**src/rtl/mac_seq_ctrl.sv**
```systemverilog
// Operand-read / MAC-enable sequencer for one PE MAC lane: streams NMAX reads per
// output channel, captures the MAC result and hands it downstream over valid/ready.
module mac_seq_ctrl #(
  parameter int DW   = 32,
  parameter int NMAX = 64,
  parameter int AW   = 10,
  parameter int OCW  = 8
) (
  input  logic           clk,
  input  logic           rst_n,
  input  logic           start,
  input  logic [AW-1:0]  data_base,
  input  logic [AW-1:0]  wgt_base,
  input  logic [OCW-1:0] num_oc,
  output logic           busy,
  output logic           done,
  output logic           err,
  output logic           dbuf_re,
  output logic [AW-1:0]  dbuf_addr,
  output logic           wbuf_re,
  output logic [AW-1:0]  wbuf_addr,
  output logic           mac_ena,
  input  logic           mac_cnt_c,
  input  logic [DW-1:0]  mac_result,
  output logic           res_valid,
  input  logic           res_ready,
  output logic [DW-1:0]  res_data,
  output logic [OCW-1:0] res_oc
);

  localparam int KW = (NMAX > 1) ? $clog2(NMAX) : 1;
  localparam logic [KW-1:0] KLAST = KW'(NMAX - 1);
  localparam logic [AW-1:0] WSTEP = AW'(NMAX);

  typedef enum logic [2:0] {S_IDLE, S_LOAD, S_WAIT, S_OUT, S_FIN} state_e;

  state_e         state_q, state_d;
  logic [KW-1:0]  k_q, k_d;
  logic [OCW-1:0] oc_q, oc_d;
  logic [OCW-1:0] noc_q, noc_d;
  logic [AW-1:0]  dbase_q, dbase_d;
  logic [AW-1:0]  wrow_q, wrow_d;
  logic [1:0]     tmo_q, tmo_d;
  logic           re_q, re_d;
  logic [AW-1:0]  daddr_q, daddr_d;
  logic [AW-1:0]  waddr_q, waddr_d;
  logic           mac_ena_q, mac_ena_d;
  logic           busy_q, busy_d;
  logic           done_q, done_d;
  logic           err_q, err_d;
  logic           rv_q, rv_d;
  logic [DW-1:0]  rdata_q, rdata_d;
  logic [OCW-1:0] roc_q, roc_d;

  always_ff @(posedge clk or negedge rst_n) begin
    if (!rst_n) begin
      state_q   <= S_IDLE;
      k_q       <= '0;
      oc_q      <= '0;
      noc_q     <= '0;
      dbase_q   <= '0;
      wrow_q    <= '0;
      tmo_q     <= '0;
      re_q      <= 1'b0;
      daddr_q   <= '0;
      waddr_q   <= '0;
      mac_ena_q <= 1'b0;
      busy_q    <= 1'b0;
      done_q    <= 1'b0;
      err_q     <= 1'b0;
      rv_q      <= 1'b0;
      rdata_q   <= '0;
      roc_q     <= '0;
    end else begin
      state_q   <= state_d;
      k_q       <= k_d;
      oc_q      <= oc_d;
      noc_q     <= noc_d;
      dbase_q   <= dbase_d;
      wrow_q    <= wrow_d;
      tmo_q     <= tmo_d;
      re_q      <= re_d;
      daddr_q   <= daddr_d;
      waddr_q   <= waddr_d;
      mac_ena_q <= mac_ena_d;
      busy_q    <= busy_d;
      done_q    <= done_d;
      err_q     <= err_d;
      rv_q      <= rv_d;
      rdata_q   <= rdata_d;
      roc_q     <= roc_d;
    end
  end

  always_comb begin
    state_d = state_q;
    k_d     = k_q;
    oc_d    = oc_q;
    noc_d   = noc_q;
    dbase_d = dbase_q;
    wrow_d  = wrow_q;
    tmo_d   = tmo_q;
    err_d   = err_q;
    rv_d    = rv_q;
    rdata_d = rdata_q;
    roc_d   = roc_q;
    // Read strobe/address are registered from the current LOAD state, so the
    // bus lags the state by one cycle and mac_ena lags the bus by one more.
    re_d      = (state_q == S_LOAD);
    daddr_d   = re_d ? dbase_q + AW'(k_q) : '0;
    waddr_d   = re_d ? wrow_q + AW'(k_q) : '0;
    mac_ena_d = re_q;

    case (state_q)
      S_IDLE: begin
        if (start) begin
          dbase_d = data_base;
          wrow_d  = wgt_base;
          noc_d   = num_oc;
          err_d   = 1'b0;
          oc_d    = '0;
          k_d     = '0;
          tmo_d   = '0;
          state_d = (num_oc == '0) ? S_FIN : S_LOAD;
        end
      end
      S_LOAD: begin
        if (k_q == KLAST) begin
          k_d     = '0;
          state_d = S_WAIT;
        end else begin
          k_d = k_q + KW'(1);
        end
      end
      S_WAIT: begin
        if (mac_cnt_c) begin
          rdata_d = mac_result;
          roc_d   = oc_q;
          rv_d    = 1'b1;
          state_d = S_OUT;
        end else if (!(re_q || mac_ena_q)) begin
          // Timeout window opens only once the operand pipeline has drained.
          if (tmo_q == 2'd3) begin
            err_d   = 1'b1;
            state_d = S_FIN;
          end else begin
            tmo_d = tmo_q + 2'd1;
          end
        end
      end
      S_OUT: begin
        if (rv_q && res_ready) begin
          rv_d = 1'b0;
          if (oc_q == noc_q - OCW'(1)) begin
            state_d = S_FIN;
          end else begin
            oc_d    = oc_q + OCW'(1);
            wrow_d  = wrow_q + WSTEP;
            k_d     = '0;
            tmo_d   = '0;
            state_d = S_LOAD;
          end
        end
      end
      S_FIN:   state_d = S_IDLE;
      default: state_d = S_IDLE;
    endcase

    busy_d = (state_d == S_LOAD) || (state_d == S_WAIT) || (state_d == S_OUT);
    done_d = (state_d == S_FIN);
  end

  assign busy      = busy_q;
  assign done      = done_q;
  assign err       = err_q;
  assign dbuf_re   = re_q;
  assign wbuf_re   = re_q;
  assign dbuf_addr = daddr_q;
  assign wbuf_addr = waddr_q;
  assign mac_ena   = mac_ena_q;
  assign res_valid = rv_q;
  assign res_data  = rdata_q;
  assign res_oc    = roc_q;

endmodule

```
**config.mk**
```make
export PLATFORM = sky130hd
export DESIGN_NAME = mac_seq_ctrl
export DESIGN_NICKNAME = d
export VERILOG_FILES = /design/src/rtl/mac_seq_ctrl.sv
export SDC_FILE = /design/constraint.sdc
export NUM_CORES = 1
export LEC_CHECK = 0
export CELL_PAD_IN_SITES_DETAIL_PLACEMENT = 0
export CELL_PAD_IN_SITES_GLOBAL_PLACEMENT = 1
export CORE_MARGIN = 2
export CORE_UTILIZATION = 41
export DETAILED_ROUTE_END_ITERATION = 10
export PLACE_DENSITY_LB_ADDON = 0.1
export SYNTH_ARGS = -nofsm -noshare
export SYNTH_HDL_FRONTEND = slang
export SYNTH_SLANG_ARGS = --single-unit
```
**constraint.sdc**
```tcl
create_clock -name clk -period 6.95 [get_ports clk]
set_clock_uncertainty 0.15 [all_clocks]
set_input_delay 1.0425 -clock clk [delete_from_list [all_inputs] [get_ports clk]]
set_output_delay 1.0425 -clock clk [all_outputs]
set_load 0.02 [all_outputs]
```
======== Word-level counts from Yosys, hierarchy flattened ========
Index checks and enable logic that the tools add are counted.
word-level totals
  memories kept ........................... 0
  RAM bits ................................ 0
  output and inout bits ................... 67
  bits in read-only memories .............. 0
  flip-flop bits (word level) ............. 113
  word-level logic and storage cells ...... 99
  latch bits .............................. 0
cells by class
  $add $sub $neg .......................... 7
  multipliers ............................. 0
  order comparisons ....................... 0
  div/mod/pow operators ................... 0
  bitwise gates (word level) .............. 0
  eq/ne operators ......................... 18
  shift operators ......................... 0
  reductions and logical operators ........ 18
  multiplexer cells ....................... 39
operators with widths
  cell                   number
  $mux 10                5
  $mux 3                 8
  $mux 6                 4
  $mux 8                 3
  $add 10x6->10          2
  $pmux 10 s2            1
  $pmux 6 s3             1
  $ne 2x2->1 const B     8
  $pmux 8 s2             1
  $eq 3x2->1 const B     4
  $mux 2                 6
  $pmux 3 s4             1
  $add 10x7->10 const B  1
  $add 8x1->8 const B    1
  $eq 8x8->1             1
  $logic_not 8->1        1
  $reduce_and 4->1       2
  $sub 8x1->8 const B    1
  $reduce_and 7->1       1
  $add 6x1->6 const B    1
  $eq 3x1->1 const B     2
  $eq 6x6->1 const B     1
  $mux 1                 6
  $pmux 2 s3             1
  12 further kinds       19

======== Longest topological paths before layout ========
  depth in word-level cells ............... 8
  mapped depth ............................ 9
  gate-level depth less buffers ........... 8

======== Worst setup path before layout ========
OpenSTA, ideal clock, no wires.
  path type ............................... in2reg
  from .................................... input port start
  to ...................................... register oc_q[0]
  arrival time ............................ 2.173 ns
  path buffers ............................ 1
  path slack .............................. 4.506 ns
  setup time .............................. 0.121 ns
  stages on the path ...................... 6
  required time ........................... 6.679 ns
  cell sequence ........................... nor2b_1 nand2b_1 a21oi_1 clkbuf_1 nand2_1 a22o_1
on the way
  longest elaborated chain between the ends .. 2
ends and longest elaborated chain
  what                        line  text
  start, declared             11    input logic start,
  $ne 2x2->1 (no line)        -
  $reduce_and 4->1 (no line)  -
  end signal, assigned        59    oc_q <= '0;
  end signal, assigned        77    oc_q <= oc_d;
  end, declared               39    logic [OCW-1:0] oc_q, oc_d;
No other way between the ends.
A chain may end at the register's enable or synchronous reset.

======== Final worst setup path ========
  from .................................... input port start
  to ...................................... register oc_q[7]
Same word-level chain as after synthesis.

==> results.json <==
{
  "synth-xor-area-share_pct": 3.73,
  "die_w_um": 119,
  "slowest_stage": "a21oi_1",
  "area_growth_syn_to_layout_pct": 36.1,
  "setup_viol": 0,
  "pwr-share-clk_pct": 51.3,
  "hold_viol_final": 0,
  "syn_nets": 600,
  "cts_buffers": 17,
  "drv_cap": 0,
  "vias": 4150,
  "grt_max_degree": 64,
  "slew_headroom_pct": 34.4,
  "io_pins": 132,
  "routed_wl_um": 12400,
  "via_per_inst": 5.02,
  "antenna_cells": 0,
  "die-area_um2": 14100,
  "coreArea_um2": 12700,
  "critPathKind": "in2reg",
  "cts_max_path_buffers": 2,
  "power_switching_uw": 285,
  "timing.setup.tns_ns": 0,
  "combPwrFrac_pct": 3.5,
  "path_common_cell": "a21oi_1",
  "cpPeakStageDelay_ns": 0.78,
  "ys_seq_area_share_pct": 52.3,
  "dp_hpwl_um": 8890,
  "cts_resized": 0,
  "worstPathArrival_ns": 3.34,
  "ys.flop_type": "dfrtp_1",
  "drv_slew": 0,
  "synth-simple-area-share_pct": 17.4,
  "post_cts.repair.setup_buffers": 0,
  "grt_pass1_wl_um": 20900,
  "startpoint_type": "input pin",
  "synth_compound_area_share_pct": 9.49,
  "cp.required_ns": 7.10,
  "r2r_slack_ns": 3.95,
  "globalplace.congestion": 0.835,
  "yosys_register_bits": 113,
  "port_buffers": 131,
  "cp_cell_sequence": "clkdlybuf4s50_1 -> nor2b_1 -> nand2b_1 -> a21oi_1 -> and3_1 -> a21oi_1 -> a31o_2",
  "holdBufCountCts": 0,
  "ff2ff_path_depth": 8,
  "fin_ws_ns": 3.76,
  "status": "finished clean",
  "min_period_ns": 3.19,
  "min_path_type": "reg2reg",
  "dp_cells": 798,
  "post_route_cells_drive_above_1_share_pct": 11.8,
  "nFillCells": 1157,
  "stdcell_count": 826,
  "insertion_delay_ns": 0.41,
  "synth_top_family_by_area": "simple AND/OR/NAND/NOR gates",
  "p_int_mw": 1.18,
  "synth_edf_count": 0,
  "critPathMaxFanout": 13,
  "drc": 0,
  "p_leak_nw": 3.52,
  "rsz0062_at_grt": "no",
  "yosys_warnings": 0,
  "grt_overflow": 0,
  "synthCells": 516,
  "wire_per_inst_um": 15.0,
  "synth_area_um2": 5410,
  "cts_tree": "built",
  "grtUsageTotal_pct": 18.7,
  "rows": 41,
  "vdd_drop_max_uv": 145,
  "worstMarginPinSlew_ns": 0.979,
  "holdPathStages": 0,
  "drt_iter0_drc": 229,
  "drt-pass1-iter-count": 4,
  "htree_levels": 4,
  "synthMuxAreaShare_pct": 9.49,
  "cp-end-kind": "register",
  "post-route-period-util_pct": 45.9,
  "synth.avg_cell_area_um2": 10.5,
  "fmax_ghz": 0.313,
  "clkTransAtPathRegs_ns": 0.05,
  "p_seq_share_pct": 45.2,
  "cts_sinks": 113,
  "place_ws_ns": 3.40,
  "synthAdderAreaFrac_pct": 4.68,
  "clockRootBuffer": "clkbuf_16",
  "grt_antenna_before_repair": 0,
  "final_nets": 729,
  "initial_utilization_pct": 42.5,
  "synthArstFlopShare_pct": 100,
  "power_density_nw_per_um2": 199,
  "final_antenna_net_count": 0,
  "switching_share_pct": 19.5,
  "die_y_um": 119,
  "grt_pass1_vias": 4278,
  "ys_types": 55
}
## metal layers
layer / vias to the layer above / share of wire (%) / GRT usage (%)
met2: 99 / 48 / 30.2
met3: 13 / 4.9 / 4.89
met1: 2013 / 46 / 23.9
met5: - / 0 / 0
met4: 0 / 1.0 / 7.74
li1: 2025 / - / -
## flip-flops by register name (all words and copies together), names as in the netlist, 2 cells and up
name	flops
res_oc	8
oc_q	8
res_data	32
dbase_q	10
k_q	6
wbuf_addr	10
wrow_q	10
state_q	3
noc_q	8
tmo_q	2
dbuf_addr	10
## cell usage in the layout, fill, tap and decap left out, drive strengths merged, types with 6 or more instances in the layout
cell type | Yosys | routed
clkdlybuf4s50 | 0 | 130
dfrtp | 113 | 113
nand2 | 98 | 98
mux2 | 42 | 42
nor2 | 32 | 32
clkbuf | 15 | 28
a21oi | 21 | 21
ha | 17 | 17
inv | 14 | 14
nand3 | 14 | 14
xnor2 | 14 | 14
o21ai | 13 | 13
and3 | 12 | 12
xor2 | 9 | 9
a21o | 7 | 7
nand2b | 6 | 6
or2 | 6 | 6
## power by group through the flow
stage	Clock (mW)	Combinational, mW	Sequential [mW]
after floorplan	0	0.000971	0.670
after global placement	0	0.0519	0.670
after detailed placement	0	0.0527	0.670
after CTS	0.770	0.0529	0.659
after global routing	0.802	0.0565	0.659
final	0.750	0.0511	0.660
## cell type report
type	count	area, µm²	share of cell area [%]
clock buffers	28	507	6.89
inverters	14	52.6	0.714
repair buffers	134	1330	18.1
well taps	172	215	2.93
multi-input cells	365	2420	32.9
flip-flops and latches	113	2830	38.4
## synth_stat cells, types with 2 or more instances
cell / count / area, µm²
dfrtp_1: 113 / 2830
nand2_1: 98 / 368
mux2_2: 41 / 462
nor2_1: 32 / 120
a21oi_1: 21 / 105
ha_1: 17 / 213
clkbuf_1: 15 / 56.3
inv_1: 14 / 52.6
nand3_1: 14 / 70.1
xnor2_1: 14 / 123
and3_1: 12 / 75.1
o21ai_0: 12 / 60.1
xor2_1: 9 / 78.8
a21o_1: 7 / 52.6
buf_2: 7 / 35.0
nand2b_1: 6 / 37.5
a31oi_1: 5 / 31.3
and2_1: 5 / 31.3
a22o_1: 4 / 35.0
mux2i_1: 4 / 40.0
nand3b_1: 4 / 30.0
nor3_1: 4 / 20.0
nor4_1: 4 / 25.0
o21bai_1: 4 / 30.0
a31o_2: 3 / 26.3
nand4_1: 3 / 18.8
nor2b_1: 3 / 18.8
nor3b_1: 3 / 22.5
o21a_1: 3 / 22.5
or2_2: 3 / 18.8
or3_1: 3 / 18.8
fa_1: 2 / 40.0
o211ai_1: 2 / 15.0
o221ai_1: 2 / 17.5
o31ai_2: 2 / 25.0
or2_1: 2 / 12.5
## final timing paths
| kind | from | end |
|---|---|---|
| setup / recovery | start | oc_q[7] |
| hold / removal | dbuf_re | mac_ena |
| setup reg to reg | noc_q[0] | oc_q[2] |
| hold reg to reg | dbuf_re | mac_ena |
| max in group asynchronous | rst_n | dbuf_addr[5] |
| min in group asynchronous | rst_n | state_q[2] |
## through the flow
step / utilization [%] / total power, mW / instance area (µm²) / hold WS (ns)
after floorplan: - / 0.671 / 5410 / 0.300
after global placement: 53.8 / 0.722 / 6850 / 0.287
after detailed placement: 53.8 / 0.723 / 6850 / 0.300
after CTS: 57.8 / 1.48 / 7360 / 0.306
after global routing: 57.8 / 1.52 / 7360 / 0.318
final: 57.8 / 1.46 / 7360 / 0.295
## worst max-delay path: cells and delay by family
| family | cells | cell delay (ns) |
|---|---|---|
| buffers and inverters | 1 | 0.47 |
| and+or+nand+nor | 3 | 0.72 |
| AOI/OAI and AO/OA | 3 | 1.10 |
## kinds of logic after synthesis
kind of cell,count (synthesis)
simple gates,201
flops,113
compound gates,76
mux,46
buf+inv,38
xor+xnor,23
fa+ha+maj,19
(Power assumes the default switching activity.)
==> patch 1, RTL diff (same flow settings) <==
`k_q`, `oc_q`, `daddr_q`, `waddr_q` and `rdata_q` no longer have a reset.
--- a/src/rtl/mac_seq_ctrl.sv
+++ b/src/rtl/mac_seq_ctrl.sv
@@ -56,6 +56,4 @@
     if (!rst_n) begin
       state_q   <= S_IDLE;
-      k_q       <= '0;
-      oc_q      <= '0;
       noc_q     <= '0;
       dbase_q   <= '0;
@@ -63,6 +61,4 @@
       tmo_q     <= '0;
       re_q      <= 1'b0;
-      daddr_q   <= '0;
-      waddr_q   <= '0;
       mac_ena_q <= 1'b0;
       busy_q    <= 1'b0;
@@ -70,10 +66,7 @@
       err_q     <= 1'b0;
       rv_q      <= 1'b0;
-      rdata_q   <= '0;
       roc_q     <= '0;
     end else begin
       state_q   <= state_d;
-      k_q       <= k_d;
-      oc_q      <= oc_d;
       noc_q     <= noc_d;
       dbase_q   <= dbase_d;
@@ -81,6 +74,4 @@
       tmo_q     <= tmo_d;
       re_q      <= re_d;
-      daddr_q   <= daddr_d;
-      waddr_q   <= waddr_d;
       mac_ena_q <= mac_ena_d;
       busy_q    <= busy_d;
@@ -88,7 +79,14 @@
       err_q     <= err_d;
       rv_q      <= rv_d;
-      rdata_q   <= rdata_d;
       roc_q     <= roc_d;
     end
+  end
+
+  always_ff @(posedge clk) begin
+    k_q     <= k_d;
+    oc_q    <= oc_d;
+    daddr_q <= daddr_d;
+    waddr_q <= waddr_d;
+    rdata_q <= rdata_d;
   end
 
Behaviour: differs if rst_n is asserted again (counterexample within 4 cycles, from zero or initial values and one cycle with rst_n low); with rst_n held inactive, the same outputs for 10 cycles.
==> patch 1 against the original RTL <==
Routed wire length down 10%; global-route usage fell by 0.86 points; synthesized area decreased by 8.8%; cell area decreased by 5.7%; sequential cell count is the same; synthesized cell count fell by 21%; largest cell class unchanged; setup slack gained 500 ps; cell count down 14%.
Power is not compared: it rests on default switching activity, and its combinational part moved more than twofold at a synthesized area within 25%.
==> patch 1: results (changes against the original RTL) <==
hold_ws_ps: 277  # -18.7 ps
yosysMostFrequentCell: "dfrtp_1"
grt_pass1_wl_um: 17500  # -16%
grt_max_degree: 48  # -25%
grt_antenna_before_repair: 0  # unchanged
cts_setup_buffers: 0  # unchanged
synth_edf_count: 46  # +46
leakage_nw: 2.79
final_cells: 707  # -14%
ys_top_cells_by_area: "edfxtp_1 (28%), dfrtp_1 (24%), dfxtp_1 (8.1%), mux2_2 (6.4%), ha_1 (4.3%)"
synth_fa_ha_area_share_pct: 5.13  # +0.45 points
final_nets: 631  # -13%
num_antenna_cells: 0  # unchanged
path_clk_slew_ps: 50  # about the same
synth_compound_area_share_pct: 7.08  # -2.4 points
holdCritPathClass: "reg2reg"
preCtsSetupSlack_ps: 3820  # +413 ps
dpl_cell_area_mm2: 0.00638  # -6.8%
clk_path_buf_depth: 2  # unchanged
worst_pin_slew_ps: 953  # -26.2 ps
dp_hpwl_um: 8110  # -8.8%
root_buffer: "clkbuf_16"
synth_commonest_cells: "dfrtp_1 (47), edfxtp_1 (46), nor2_1 (36), mux2_2 (28), nand2_1 (25)"
syn_inst: 407  # -21%
ir_drop_mv: 0.246
drive_gt1_share_pct: 12.9  # +1.1 points
hp-start: "dbuf_re"
r2r_setup_slack_ps: 4340  # +390 ps
grt_pass1_vias: 3458  # -19%
crit_path_top_delay_cell: "and3_2"
initialDrtViolationCount: 171  # -25%
crit_fanout: 41  # +28
cts_buffers: 17  # unchanged
slowest_delay_ps: 820  # +40 ps
synthMuxAreaShare_pct: 7.01  # -2.5 points
ys_types: 44  # -20%
grtUsageTotal_pct: 17.9  # -0.86 points
io_buffers: 131  # unchanged
gp_congestion: 0.831  # -0.47%
r2r_end: "busy"
nFillCells: 998  # -14%
synthXorXnorAreaFrac_pct: 5.13  # +1.4 points
syn_nets: 491  # -18%
min_path_cells: 0  # unchanged
cts-resized-gates: 0  # unchanged
ff2ff_path_depth: 7  # -1
routedWlPerCell_um: 15.7  # +4.8%
first_pass_iters: 4  # unchanged
worstReg2RegStart: "state_q[1]"
outcome: "finished clean"
arrival_ps: 2820  # -520 ps
dp_cells: 675  # -15%
dr_total_vias: 3487  # -16%
ys_async_sr_fraction_pct: 41.6  # -58 points
yosysSeqAreaShare_pct: 60.0  # +7.7 points
[patch 1: final cells by class]
type / instances / area, um2 / share of cell area, %
timing repair buffer: 133 / 1320 / 19.0
tap: 147 / 184 / 2.65
inverter: 19 / 71.3 / 1.03
clock buffer: 25 / 495 / 7.14
multi-input combinational: 263 / 1850 / 26.7
clock inverter: 7 / 57.6 / 0.830
sequential: 113 / 2960 / 42.6
[patch 1: logic make-up (layout without fill, tap and decap cells)]
| group | count (synthesis) | count (layout) |
|---|---|---|
| simple gates | 128 | 128 |
| flops | 113 | 113 |
| compound gates | 57 | 57 |
| mux | 31 | 31 |
| buf+inv | 31 | 184 |
| xor+xnor | 28 | 28 |
| fa+ha+maj | 19 | 19 |
[patch 1: metal layers]
metal | global-route usage [%] | up-vias | wire length (um)
li1 | - | 1719 | -
met1 | 23.1 | 1648 | 5050
met2 | 28.4 | 105 | 5350
met3 | 4.62 | 15 | 534
met4 | 8.13 | 0 | 181
met5 | 0 | - | 0
[patch 1: worst max-delay path by stage]
stage / start / to / slack, ps / depth (start not counted)
after floorplan: mac_cnt_c / res_oc[0] / 3930 / 3
after global placement: mac_cnt_c / res_oc[0] / 3850 / 3
after detailed placement: mac_cnt_c / res_oc[5] / 3820 / 3
after CTS: mac_cnt_c / res_oc[5] / 4250 / 3
after global routing: state_q[1] / wrow_q[8] / 4010 / 7
final: mac_cnt_c / res_oc[5] / 4260 / 3
[patch 1: worst max-delay path: cells and delay by family]
family | cells | cell delay (ps)
buffers and inverters | 1 | 520
muxes | 1 | 410
and+or+nand+nor | 1 | 820
[patch 1: power by group]
| group | switching (mW) | internal [mW] | leakage, nW |
|---|---|---|---|
| sequential | 0.196 | 0.960 | 1.17 |
| combinational | 0.662 | 0.618 | 1.34 |
| clock | 0.272 | 0.523 | 0.276 |
| total | 1.13 | 2.10 | 2.79 |
==> patch 2, RTL diff (same flow settings) <==
Without the edit above. Set the parameter `AW` to 11 (it was 10).
--- a/src/rtl/mac_seq_ctrl.sv
+++ b/src/rtl/mac_seq_ctrl.sv
@@ -4,5 +4,5 @@
   parameter int DW   = 32,
   parameter int NMAX = 64,
-  parameter int AW   = 10,
+  parameter int AW   = 11,
   parameter int OCW  = 8
 ) (
Interface: changed (resized data_base, dbuf_addr, wbuf_addr and wgt_base); port bits go from 132 to 136. The function was not compared with the original's and may differ.
==> patch 2 against the original RTL <==
Synthesized area is 0.67% lower; synthesized cell count is 2.5% lower; die area is 0.66% lower; fmax is 4.2% higher; sequential cell count is 4 higher; cell area is 1.0% higher; routed wire length is 0.56% lower; setup slack better by 130 ps; count of clock-buffer cells in the layout is 2 lower.
Power is not compared: it rests on default switching activity, and its combinational part moved more than twofold at a synthesized area within 25%.
==> patch 2: results (changes against the original RTL) <==
crit_path_top_delay_cell: "nand3b_1"
ys_top_cells_by_area: "dfrtp_1 (55%), mux2_2 (8.4%), nand2_1 (6.0%), ha_1 (4.0%), xnor2_1 (3.9%)"
ys_types: 48  # -13%
nFillCells: 1191  # +2.9%
outcome: "finished clean"
gp_congestion: 0.836  # +0.14%
synth_commonest_cells: "dfrtp_1 (117), nand2_1 (86), mux2_2 (40), a21oi_1 (29), nor2_1 (29)"
slew_headroom_pct: 25.3  # -9.1 points
io_buffers: 135  # +3.1%
dp_hpwl_um: 8970  # +0.84%
dp_cells: 794  # -0.50%
final_nets: 727  # -0.27%
slowest_delay_ps: 750  # -30 ps
final_cells: 824  # -0.24%
synthMuxAreaShare_pct: 8.58  # -0.91 points
seqCellArea_mm2: 0.00293  # +3.5%
hold_ws_ps: 280  # -15.5 ps
dr_total_vias: 4152  # +0.048%
grt_pass1_vias: 4148  # -3.0%
syn_nets: 589  # -1.8%
grtUsageTotal_pct: 18.7  # +0.024 points
routed_wl_um: 12300  # -0.56%
drive_gt1_share_pct: 12.4  # +0.65 points
synth_compound_area_share_pct: 8.69  # -0.80 points
crit_fanout: 24  # +11
yosysSeqAreaShare_pct: 54.5  # +2.2 points
grt_pass1_wl_um: 20700  # -1.2%
syn_inst: 503  # -2.5%
arrival_ps: 3210  # -130 ps
-- patch 2: metrics by stage --
stage | setup slack, ps | util, % | instance area (um2)
global placement | 3480 | 54.2 | 6890
global route | 3790 | 58.4 | 7430
floorplan | 4480 | - | 5370
CTS | 3870 | 58.4 | 7430
finish | 3890 | 58.4 | 7430
detailed placement | 3430 | 54.2 | 6890
-- patch 2: final timing paths --
path / to / slack [ps] / depth (start not counted)
worst max register to register: busy / 4130 / 6
worst min register to register: mac_ena / 280 / 0
max in group asynchronous: res_oc[7] / 4880 / 2
worst min-delay path: mac_ena / 280 / 0
worst max-delay path: busy / 3890 / 5
min in group asynchronous: wrow_q[1] / 520 / 1
-- patch 2: power groups by stage --
stage / clock, mW / sequential, mW / combinational [mW]
after floorplan: 0 / 1.20 / 0.659
after global placement: 0 / 1.09 / 1.18
after detailed placement: 0 / 1.10 / 1.21
after CTS: 0.804 / 1.09 / 1.21
after global routing: 0.836 / 1.12 / 1.33
final: 0.787 / 1.09 / 1.20
-- patch 2: final cells by class --
type / count / area share [%]
multi-input cells: 352 / 31.2
well taps: 172 / 2.90
repair buffers: 138 / 18.5
clock inverters: 4 / 0.269
inverters: 15 / 0.758
clock buffers: 26 / 6.99
flip-flops and latches: 117 / 39.4
-- patch 2: critical path: cells and delay by family --
family / cells / cell delay, ps
buffers and inverters: 1 / 460
AO/OA/AOI/OAI: 1 / 150
AND/OR/NAND/NOR: 3 / 1540
-- patch 2: cell families after synthesis --
logic type                 Yosys count
xor gates and xnor gates            29
and+or+nand+nor                    185
AOI/OAI and AO/OA                   78
adders and majority gates           19
DFF                                117
buffers and inverters               34
muxes                               41
-- patch 2: layer usage --
layer,GRT usage [%],share of wire [%]
met1,24.4,46
met2,29.4,47
met3,5.02,4.3
met4,8.26,2.4
met5,0,0
